File: src/rtl/bru_pkg.sv
// Shared types for the branch resolve unit: queue entry layout and recovery FSM states.
// No logic of its own; the mispredict rule lives here so every user agrees on it.
// No flow control; pure type and function definitions.
package bru_pkg;

  // Index width baked into the entry layout; the top's IDX_W must equal this.
  localparam int BRU_IDX_W = 4;

  typedef struct packed {
    logic                 taken;
    logic [31:0]          addr;
    logic [31:0]          fallthru;
    logic [BRU_IDX_W-1:0] lhr_idx;
    logic [BRU_IDX_W-1:0] lhpt_idx;
    logic [BRU_IDX_W-1:0] btb_idx;
  } bru_entry_t;

  typedef enum logic {
    RUN,
    RECOVER
  } bru_state_e;

  // Wrong direction, or right direction (taken) but wrong target.
  function automatic logic is_mispredict(input bru_entry_t e, input logic taken,
                                         input logic [31:0] target);
    return (taken != e.taken) || (taken && (target != e.addr));
  endfunction

endpackage

File: src/rtl/bru_pred_fifo.sv
// In-order prediction queue: head is the oldest outstanding branch, clear empties it.
// Latency: a push is visible at head one cycle later; no write-to-read bypass.
// Backpressure: push ignored when full (unless cleared), pop ignored when empty; clear wins.
module bru_pred_fifo
  import bru_pkg::*;
#(
  parameter int DEPTH = 8,
  parameter type entry_t = bru_entry_t
) (
  input  logic   clk,
  input  logic   Reset,
  input  logic   push,
  input  entry_t push_data,
  input  logic   pop,
  input  logic   clear,
  output entry_t head,
  output logic   full,
  output logic   empty
);

  localparam int PTR_W = $clog2(DEPTH);

  logic [PTR_W-1:0] rd_ptr;
  logic [PTR_W-1:0] wr_ptr;
  logic [PTR_W:0]   count;
  entry_t           mem [DEPTH];
  logic             do_push;
  logic             do_pop;

  assign full    = (count == (PTR_W+1)'(DEPTH));
  assign empty   = (count == '0);
  assign do_push = push && !full && !clear;
  assign do_pop  = pop && !empty && !clear;
  assign head    = mem[rd_ptr];

  // Entry storage; pointers alone define validity so no reset is needed here.
  always_ff @(posedge clk) begin
    if (do_push) mem[wr_ptr] <= push_data;
  end

  // Pointer and occupancy tracking; reset and clear both empty the queue.
  always_ff @(posedge clk) begin
    if (Reset || clear) begin
      rd_ptr <= '0;
      wr_ptr <= '0;
      count  <= '0;
    end else begin
      if (do_push) wr_ptr <= wr_ptr + 1'b1;
      if (do_pop)  rd_ptr <= rd_ptr + 1'b1;
      case ({do_push, do_pop})
        2'b10:   count <= count + 1'b1;
        2'b01:   count <= count - 1'b1;
        default: count <= count;
      endcase
    end
  end

endmodule

File: src/rtl/branch_resolve_unit.sv
// Matches fetch predictions against EX outcomes, drives predictor update and mispredict flush.
// Latency: resolve at edge N gives upd_*/flush/redirect_pc for exactly the cycle after edge N.
// Backpressure: pred_ready low when queue full or recovering; unaccepted pushes are dropped.
module branch_resolve_unit
  import bru_pkg::*;
#(
  parameter int DEPTH = 8,
  parameter int IDX_W = BRU_IDX_W,
  parameter int CNT_W = 16,
  parameter int HOLD  = 1
) (
  input  logic             clk,
  input  logic             Reset,
  input  logic             pred_valid,
  input  logic             pred_taken,
  input  logic [31:0]      pred_addr,
  input  logic [31:0]      pred_fallthru,
  input  logic [IDX_W-1:0] pred_lhr_idx,
  input  logic [IDX_W-1:0] pred_lhpt_idx,
  input  logic [IDX_W-1:0] pred_btb_idx,
  output logic             pred_ready,
  input  logic             res_valid,
  input  logic             res_taken,
  input  logic [31:0]      res_target,
  output logic             upd_valid,
  output logic             upd_taken,
  output logic [31:0]      upd_target,
  output logic [IDX_W-1:0] upd_lhr_idx,
  output logic [IDX_W-1:0] upd_lhpt_idx,
  output logic [IDX_W-1:0] upd_btb_idx,
  output logic             flush,
  output logic [31:0]      redirect_pc,
  output logic [CNT_W-1:0] branch_cnt,
  output logic [CNT_W-1:0] mispred_cnt,
  output logic             err_underflow
);

  localparam int HOLD_W = (HOLD > 0) ? $clog2(HOLD + 1) : 1;

  bru_state_e  state, state_nxt;
  logic [HOLD_W-1:0] hold_cnt, hold_cnt_nxt;

  bru_entry_t  push_entry;
  bru_entry_t  head;
  logic        q_full;
  logic        q_empty;
  logic        pop;
  logic        mispred;
  logic        push;
  logic [31:0] correct_pc;

  assign pred_ready = !q_full && (state == RUN);
  assign pop        = res_valid && !q_empty;
  assign mispred    = pop && is_mispredict(head, res_taken, res_target);
  assign correct_pc = res_taken ? res_target : head.fallthru;
  // A push in the same cycle as a mispredict is wrong-path and must not survive the clear.
  assign push       = pred_valid && pred_ready && !mispred;

  assign push_entry = '{taken:    pred_taken,
                        addr:     pred_addr,
                        fallthru: pred_fallthru,
                        lhr_idx:  pred_lhr_idx,
                        lhpt_idx: pred_lhpt_idx,
                        btb_idx:  pred_btb_idx};

  bru_pred_fifo #(
    .DEPTH   (DEPTH),
    .entry_t (bru_entry_t)
  ) u_fifo (
    .clk       (clk),
    .Reset     (Reset),
    .push      (push),
    .push_data (push_entry),
    .pop       (pop),
    .clear     (mispred),
    .head      (head),
    .full      (q_full),
    .empty     (q_empty)
  );

  // Recovery FSM state register.
  always_ff @(posedge clk) begin
    if (Reset) begin
      state    <= RUN;
      hold_cnt <= '0;
    end else begin
      state    <= state_nxt;
      hold_cnt <= hold_cnt_nxt;
    end
  end

  // Next state: a mispredict blocks fetch pushes for HOLD cycles to drain the wrong path.
  always_comb begin
    state_nxt    = state;
    hold_cnt_nxt = hold_cnt;
    case (state)
      RUN: begin
        if (mispred && (HOLD > 0)) begin
          state_nxt    = RECOVER;
          hold_cnt_nxt = HOLD_W'(HOLD);
        end
      end
      RECOVER: begin
        if (hold_cnt <= HOLD_W'(1)) begin
          state_nxt    = RUN;
          hold_cnt_nxt = '0;
        end else begin
          hold_cnt_nxt = hold_cnt - 1'b1;
        end
      end
      default: begin
        state_nxt    = RUN;
        hold_cnt_nxt = '0;
      end
    endcase
  end

  // Update/flush outputs are single-cycle pulses; payloads are zero when not strobed.
  always_ff @(posedge clk) begin
    if (Reset) begin
      upd_valid    <= 1'b0;
      upd_taken    <= 1'b0;
      upd_target   <= '0;
      upd_lhr_idx  <= '0;
      upd_lhpt_idx <= '0;
      upd_btb_idx  <= '0;
      flush        <= 1'b0;
      redirect_pc  <= '0;
    end else begin
      upd_valid    <= pop;
      upd_taken    <= pop && res_taken;
      upd_target   <= pop ? correct_pc : '0;
      upd_lhr_idx  <= pop ? head.lhr_idx  : '0;
      upd_lhpt_idx <= pop ? head.lhpt_idx : '0;
      upd_btb_idx  <= pop ? head.btb_idx  : '0;
      flush        <= mispred;
      redirect_pc  <= mispred ? correct_pc : '0;
    end
  end

  // Saturating statistics and sticky underflow flag.
  always_ff @(posedge clk) begin
    if (Reset) begin
      branch_cnt    <= '0;
      mispred_cnt   <= '0;
      err_underflow <= 1'b0;
    end else begin
      if (pop && (branch_cnt != '1))      branch_cnt  <= branch_cnt + 1'b1;
      if (mispred && (mispred_cnt != '1)) mispred_cnt <= mispred_cnt + 1'b1;
      if (res_valid && q_empty)           err_underflow <= 1'b1;
    end
  end

endmodule

File: config.mk
export PLATFORM = sky130hd
export DESIGN_NAME = branch_resolve_unit
export DESIGN_NICKNAME = d
export VERILOG_FILES = /design/src/rtl/bru_pkg.sv /design/src/rtl/bru_pred_fifo.sv /design/src/rtl/branch_resolve_unit.sv
export SDC_FILE = /design/constraint.sdc
export NUM_CORES = 1
export LEC_CHECK = 0
export CORE_ASPECT_RATIO = 0.75
export CORE_MARGIN = 8
export CORE_UTILIZATION = 58
export CTS_CLUSTER_SIZE = 25
export DETAILED_ROUTE_END_ITERATION = 6
export GPL_ROUTABILITY_DRIVEN = 0
export HOLD_SLACK_MARGIN = 0.06
export PLACE_DENSITY = 0.8
export SYNTH_ARGS = -nofsm -noshare
export SYNTH_HDL_FRONTEND = slang
export SYNTH_SLANG_ARGS = --single-unit
File: constraint.sdc
create_clock -name clk -period 15.92 [get_ports clk]
set_input_delay 3.184 -clock clk [delete_from_list [all_inputs] [get_ports clk]]
set_output_delay 3.184 -clock clk [all_outputs]
set_load 0.005 [all_outputs]
==> results.ini, run 1 <==
[synth]
synth-compound-area-share_pct = 1.63
synth_most_common_cell = edfxtp_1
synth-xor-area-share_pct = 1.46
synth-seq-area-share_pct = 74.5
netlist_top_cells_count = edfxtp_1 (616), mux4_2 (141), dfxtp_1 (126), nor2_1 (121), mux2i_1 (95)
ys_ff_latch = 742
synth.area.top_cells = edfxtp_1 (66%), mux4_2 (11%), dfxtp_1 (8.9%)
synth_flop_cell = edfxtp_1
synth_top_family_by_area = multiplexers
syn-num-nets = 1621
synth_edf_count = 616
yosysUniqueCellTypes = 50
netlist.area_leader.share_pct = 65.6
netlist_area_um2 = 28200
syn_inst = 1499
yosysTopAreaCell = edfxtp_1
ys_warn_count = 0
async_flop_share_pct = 0
synth-simple-area-share_pct = 5.27
avgSynthCellArea_um2 = 18.8
synthMuxAreaShare_pct = 15.1
synth_fa_ha_area_share_pct = 0.382

[detailed_routing]
first_pass_iters = 5
vias = 14800
ant_nets = 0
drt_wl_total_um = 65100
drc = 0
viasPerCell = 6.08
drt_first_iter_violations = 1490
post_drt_wl_per_cell_um = 26.7

[worst_setup_path]
r2r_end = u_fifo.count[3]
reg2reg_depth = 19
cp_common_cell = nor2_1
regToRegSetupSlack_ns = 9.29
start_kind = input port
cp-startpoint = res_target[13]
worst_setup_path_end_kind = flop
slowest_delay_ns = 0.60
cp.arrival_ns = 7.76
slowest_stage = nor3b_1
worst_ep_required_time_ns = 16.37
worstPathCellList = clkdlybuf4s50_1 > inv_1 > nand3_1 > nor3b_1 > nand4_1 > nor4_4 > buf_4 > nor2_1 > nor2_1 > ha_1 > ha_1 > a21o_1 > a21oi_1 > xnor2_1 > nor2_1 > xnor2_1 > nor3_2
endpoint = u_fifo.count[3]
worst-setup-path-type = in2reg
cp_max_fo = 58

[clock_network]
clockBufferDepth = 3
cts_tree = built
post_cts_resized = 0
clk_latency_ns = 0.61
post_cts_buffers = 0
clk_pin_slew_ns = 0.06
cts_hold_buf = 0
cts_buffers = 69
h-tree-depth = 3
root_buffer = clkbuf_16
cts_sinks = 742

[die]
start_util_pct = 58.3
dieArea_um2 = 56000
die_x_um = 271
die_y_um = 207
core_um2 = 48300
io_pins = 227
rows = 70

[timing]
fin_crit_ns = 7.31
slew_viol_final = 0
hold_viol = 0
finalSetupTns_ns = 0
fmax_ghz = 0.137
maxSlewHeadroom_pct = 21.8
fin_skew_ns = 0.0261
setup_violations = 0
fin_crit_sh_pct = 45.9
worst_pin_slew_ns = 1.17
rsz0062_at_grt = no

[pwr]
powerDensity_nw_per_um2 = 143
p_leak_uw = 0.0104
vdd_drop_max_mv = 0.0966

[global_routing]
gr-total-overflow = 0
antenna_found_initial = 11
grt_use_total_pct = 23.2
grt_pass1_vias = 15300
grt_max_degree = 101
grt_pass1_wl_um = 96600

[finish]
drive_gt1_share_pct = 16.2
layout.nets = 1858
syn_to_final_growth_pct = 18.0
finish.utilization_pct = 68.9

[placed_design]
dpl.hpwl_um = 39900
numPortBuffers = 226

[outcome]
outcome = complete, no violations

[worst_hold_path]
hold_path.startpoint = state
worstHoldPathType = reg2reg

[job]
cap_violations = 0

[state kept, by name (all words and copies together) (netlist names), 3 cells and up, named ones only]
register / count
upd_lhr_idx: 4
upd_btb_idx: 4
upd_target: 32
redirect_pc: 32
u_fifo.count: 4
upd_lhpt_idx: 4
u_fifo.mem: 616
u_fifo.rd_ptr: 3
branch_cnt: 16
u_fifo.wr_ptr: 3
mispred_cnt: 16
[cell families (layout without fill, tap and decap cells)]
group,after synthesis,after routing
AOI/OAI and AO/OA,79,79
xor gates and xnor gates,47,47
adders and majority gates,8,8
buffers and inverters,90,377
DFF,742,742
muxes,248,248
other,0,6
and+or+nand+nor,285,285
[layout by cell type, fill, tap and decap left out, drive strengths merged, types with 5 or more instances in the layout]
master,count
clkinv,19
nor4,39
buf,25
clkdlybuf4s50,224
inv,12
nand4,9
edfxtp,616
dfxtp,126
mux4,141
or4,5
and3,12
xor2,24
nor3,21
nor2b,16
clkbuf,92
a22oi,10
or3,5
xnor2,23
a21oi,49
nand2,23
diode,6
nand3,15
o21ai,9
nor2,121
ha,7
mux2,12
mux2i,95
[layout make-up]
type,instances,area [um^2]
timing repair buffer,249,2440
sequential,742,21000
inverter,7,26.3
tap,648,811
clock inverter,29,264
clock buffer,92,1920
multi-input combinational,667,6780
antenna,6,15.0
fill,3030,15100
[metal layers]
layer | up-vias | GRT usage, % | part of all wire, %
met3 | 135 | 6.77 | 9.1
li1 | 6439 | - | -
met2 | 666 | 37.0 | 48
met4 | 12 | 8.51 | 3.1
met1 | 7582 | 30.7 | 39
met5 | - | 0 | 0.11
[where the power goes]
part / switching [uW] / internal, uW / total (uW)
clock network: 683 / 916 / 1600
logic: 449 / 336 / 785
registers: 73.9 / 2300 / 2370
total: 1210 / 3550 / 4760
[critical path, delay by kind of cell]
family / cells / cell delay, ns
AND/OR/NAND/NOR: 8 / 2.18
buffers and inverters: 3 / 1.21
adder cells (fa/ha/maj): 2 / 0.48
AO/OA/AOI/OAI: 2 / 0.37
XOR/XNOR: 2 / 0.33
[worst min-delay path by stage]
stage | slack (ns) | cells after the start | to
floorplan | 0.40 | 1 | state
global placement | 0.42 | 1 | state
detailed placement | 0.43 | 1 | state
CTS | 0.44 | 1 | state
global route | 0.46 | 1 | state
finish | 0.43 | 1 | state
[through the flow]
stage | instances | hold slack [ns] | instance area, um^2 | setup slack (ns) | power, uW
2_1_floorplan | 1499 | 0.402 | 28200 | 3.39 | 2880
3_3_place_gp | 2313 | 0.419 | 31100 | 8.30 | 3170
3_5_place_dp | 2313 | 0.429 | 31100 | 8.20 | 3200
4_1_cts | 2434 | 0.440 | 33300 | 8.78 | 4790
5_1_grt | 2437 | 0.461 | 33300 | 8.48 | 4920
6_report | 2440 | 0.434 | 33300 | 8.61 | 4760
Power figures use the tool's default switching activity.
==> inputs of run 2 (changes only) <==
Clock period 15.92 ns to 7.5 ns, I/O delays scaled along.
==> run 2 against run 1 <==
- sequential power is 110% higher
- worst hold slack worse by 0.0041 ns
- register-to-register slack worse by 7.0 ns
- non-clock buffer count is 9 higher
- routed wire length is 1.1% higher
==> results.ini, run 2 (synthesis results as in run 1) <==
[detailed_routing]
wl_met3_um = 5380  ; -9.5%
wl_met2_um = 32700  ; +4.2%
ant_nets = 0  ; unchanged
first_pass_iters = 6  ; +1
post_drt_wl_per_cell_um = 26.9  ; +0.59%
vias = 15100  ; +1.5%
dr.max_layer_used = met5
drt_first_iter_violations = 1793  ; +20%
drt_wl_total_um = 65900  ; +1.1%
viasPerCell = 6.14  ; +1.0%
wl_met1_um = 26300  ; +2.3%
drc = 0  ; unchanged

[worst_setup_path]
r2r_end = u_fifo.count[3]
endpoint = u_fifo.count[3]
worst_setup_path_end_kind = flop
cp_max_fo = 46  ; -21%
start_kind = flop
reg2reg_depth = 17  ; -2
regToRegSetupSlack_ns = 2.24  ; -7.05 ns
worst_ep_required_time_ns = 7.95  ; -8.42 ns
cp.arrival_ns = 5.70  ; -2.06 ns
worst-setup-path-type = reg2reg

[global_routing]
grt_pass1_vias = 15500  ; +1.7%
grt_use_total_pct = 23.4  ; +0.15 points
antenna_found_initial = 5  ; -6
grt_pass1_wl_um = 97900  ; +1.3%
grt_max_degree = 89  ; -12%
gr-total-overflow = 0  ; unchanged

[finish]
drive_gt1_share_pct = 16.9  ; +0.76 points
final_cell_mix = edfxtp_1 (616), clkdlybuf4s50_1 (224), mux4_2 (141)
layout.nets = 1867  ; +0.48%
largestRegisters = u_fifo.mem: 616 flops, redirect_pc: 32 flops, upd_target: 32 flops
final_common_cell = edfxtp_1
largest_reg_flops = 616  ; unchanged
fillerInstances = 2961  ; -2.3%
top_register = u_fifo.mem
syn_to_final_growth_pct = 18.8
fin_area_um2 = 33500  ; +0.65%

[timing]
fin_crit_ns = 5.26
worst_pin_slew_ns = 1.20  ; +0.0272 ns
setup_violations = 0  ; unchanged
slew_viol_final = 0  ; unchanged
maxSlewHeadroom_pct = 20.0  ; -1.8 points
hold_viol = 0  ; unchanged
rsz0062_at_grt = no
fmax_ghz = 0.190
fin_crit_sh_pct = 70.1
fin_skew_ns = 0.0349  ; +0.00881 ns

[pwr]
p_leak_uw = 0.0105  ; +0.90%
vdd_drop_max_mv = 0.235  ; +140%
total_power_uw = 10100  ; +110%
powerDensity_nw_per_um2 = 301  ; +110%

[clock_network]
cts_sinks = 742  ; unchanged
clockBufferDepth = 3  ; unchanged
clk_pin_slew_ns = 0.06  ; about the same
post_cts_resized = 0  ; unchanged
cts_tree = built
root_buffer = clkbuf_16
clk_latency_ns = 0.61  ; about the same
post_cts_buffers = 0  ; unchanged
cts_hold_buf = 0  ; unchanged
cts_buffers = 69  ; unchanged
h-tree-depth = 3  ; unchanged

[die]
die_y_um = 207  ; unchanged
dieArea_um2 = 56000  ; unchanged
start_util_pct = 58.3  ; unchanged
die_x_um = 271  ; unchanged
io_pins = 227  ; unchanged
core_um2 = 48300  ; unchanged
rows = 70  ; unchanged

[worst_hold_path]
worstHoldPathType = reg2reg
hold_path.startpoint = state

[outcome]
outcome = complete, no violations

[placed_design]
dpl.hpwl_um = 40000  ; +0.38%
numPortBuffers = 226  ; unchanged
placed_area_um2 = 31300  ; +0.61%

[job]
cap_violations = 0  ; unchanged

==> run 2: per-layer routing <==
layer  global-route usage, %  up-vias
li1                        -     6452
met1                    31.8     7813
met2                    38.5      683
met3                    4.82      101
met4                    6.97        8
met5                       0        -
==> run 2: worst min path at each step <==
stage | cells past startpoint | to | slack (ns)
after floorplan | 1 | state | 0.40
after global placement | 1 | state | 0.41
after detailed placement | 1 | state | 0.42
after CTS | 1 | state | 0.43
after global routing | 1 | state | 0.47
final | 1 | state | 0.43
==> run 2: through the flow <==
stage	setup TNS [ns]	setup WS, ns	instances	utilization [%]	hold WS [ns]
6_report	0	2.24	2452	69.3	0.430
5_1_grt	0	1.90	2448	69.3	0.466
4_1_cts	0	2.12	2448	69.3	0.431
3_5_place_dp	0	2.00	2322	64.7	0.420
3_3_place_gp	0	2.04	2322	64.7	0.412
2_1_floorplan	-234.36	-1.27	1499	-	0.402
==> run 2: power breakdown <==
| part | leakage (uW) | switching (uW) | internal (uW) |
|---|---|---|---|
| Combinational | 0.00283 | 917 | 754 |
| Clock | 0.00108 | 1470 | 1920 |
| Sequential | 0.00661 | 163 | 4880 |
| Total | 0.0105 | 2550 | 7550 |
==> run 2: layout make-up <==
cell class	count	area, um^2	area share (%)
diodes	4	10.0	0.0299
clock inverters	30	294	0.878
inverters	7	26.3	0.0784
multi-input cells	667	6790	20.3
flip-flops and latches	742	21000	62.8
well taps	648	811	2.42
repair buffers	258	2620	7.81
clock buffers	96	1920	5.73
==> run 2: critical path: stages, from the launching register on <==
cell and delay (ns):
dfxtp_4 0.92, buf_4 0.47, mux4_2 0.56, mux2i_1 0.32, xnor2_1 0.18, nor4_1 0.06
nand3_1 0.13, nor4_4 0.07, nor2_1 0.85, nor2_1 0.09, ha_1 0.29, ha_1 0.29
a21o_1 0.18, a21oi_1 0.17, xnor2_1 0.13, nor2_1 0.06, xnor2_1 0.18, nor3_2 0.05
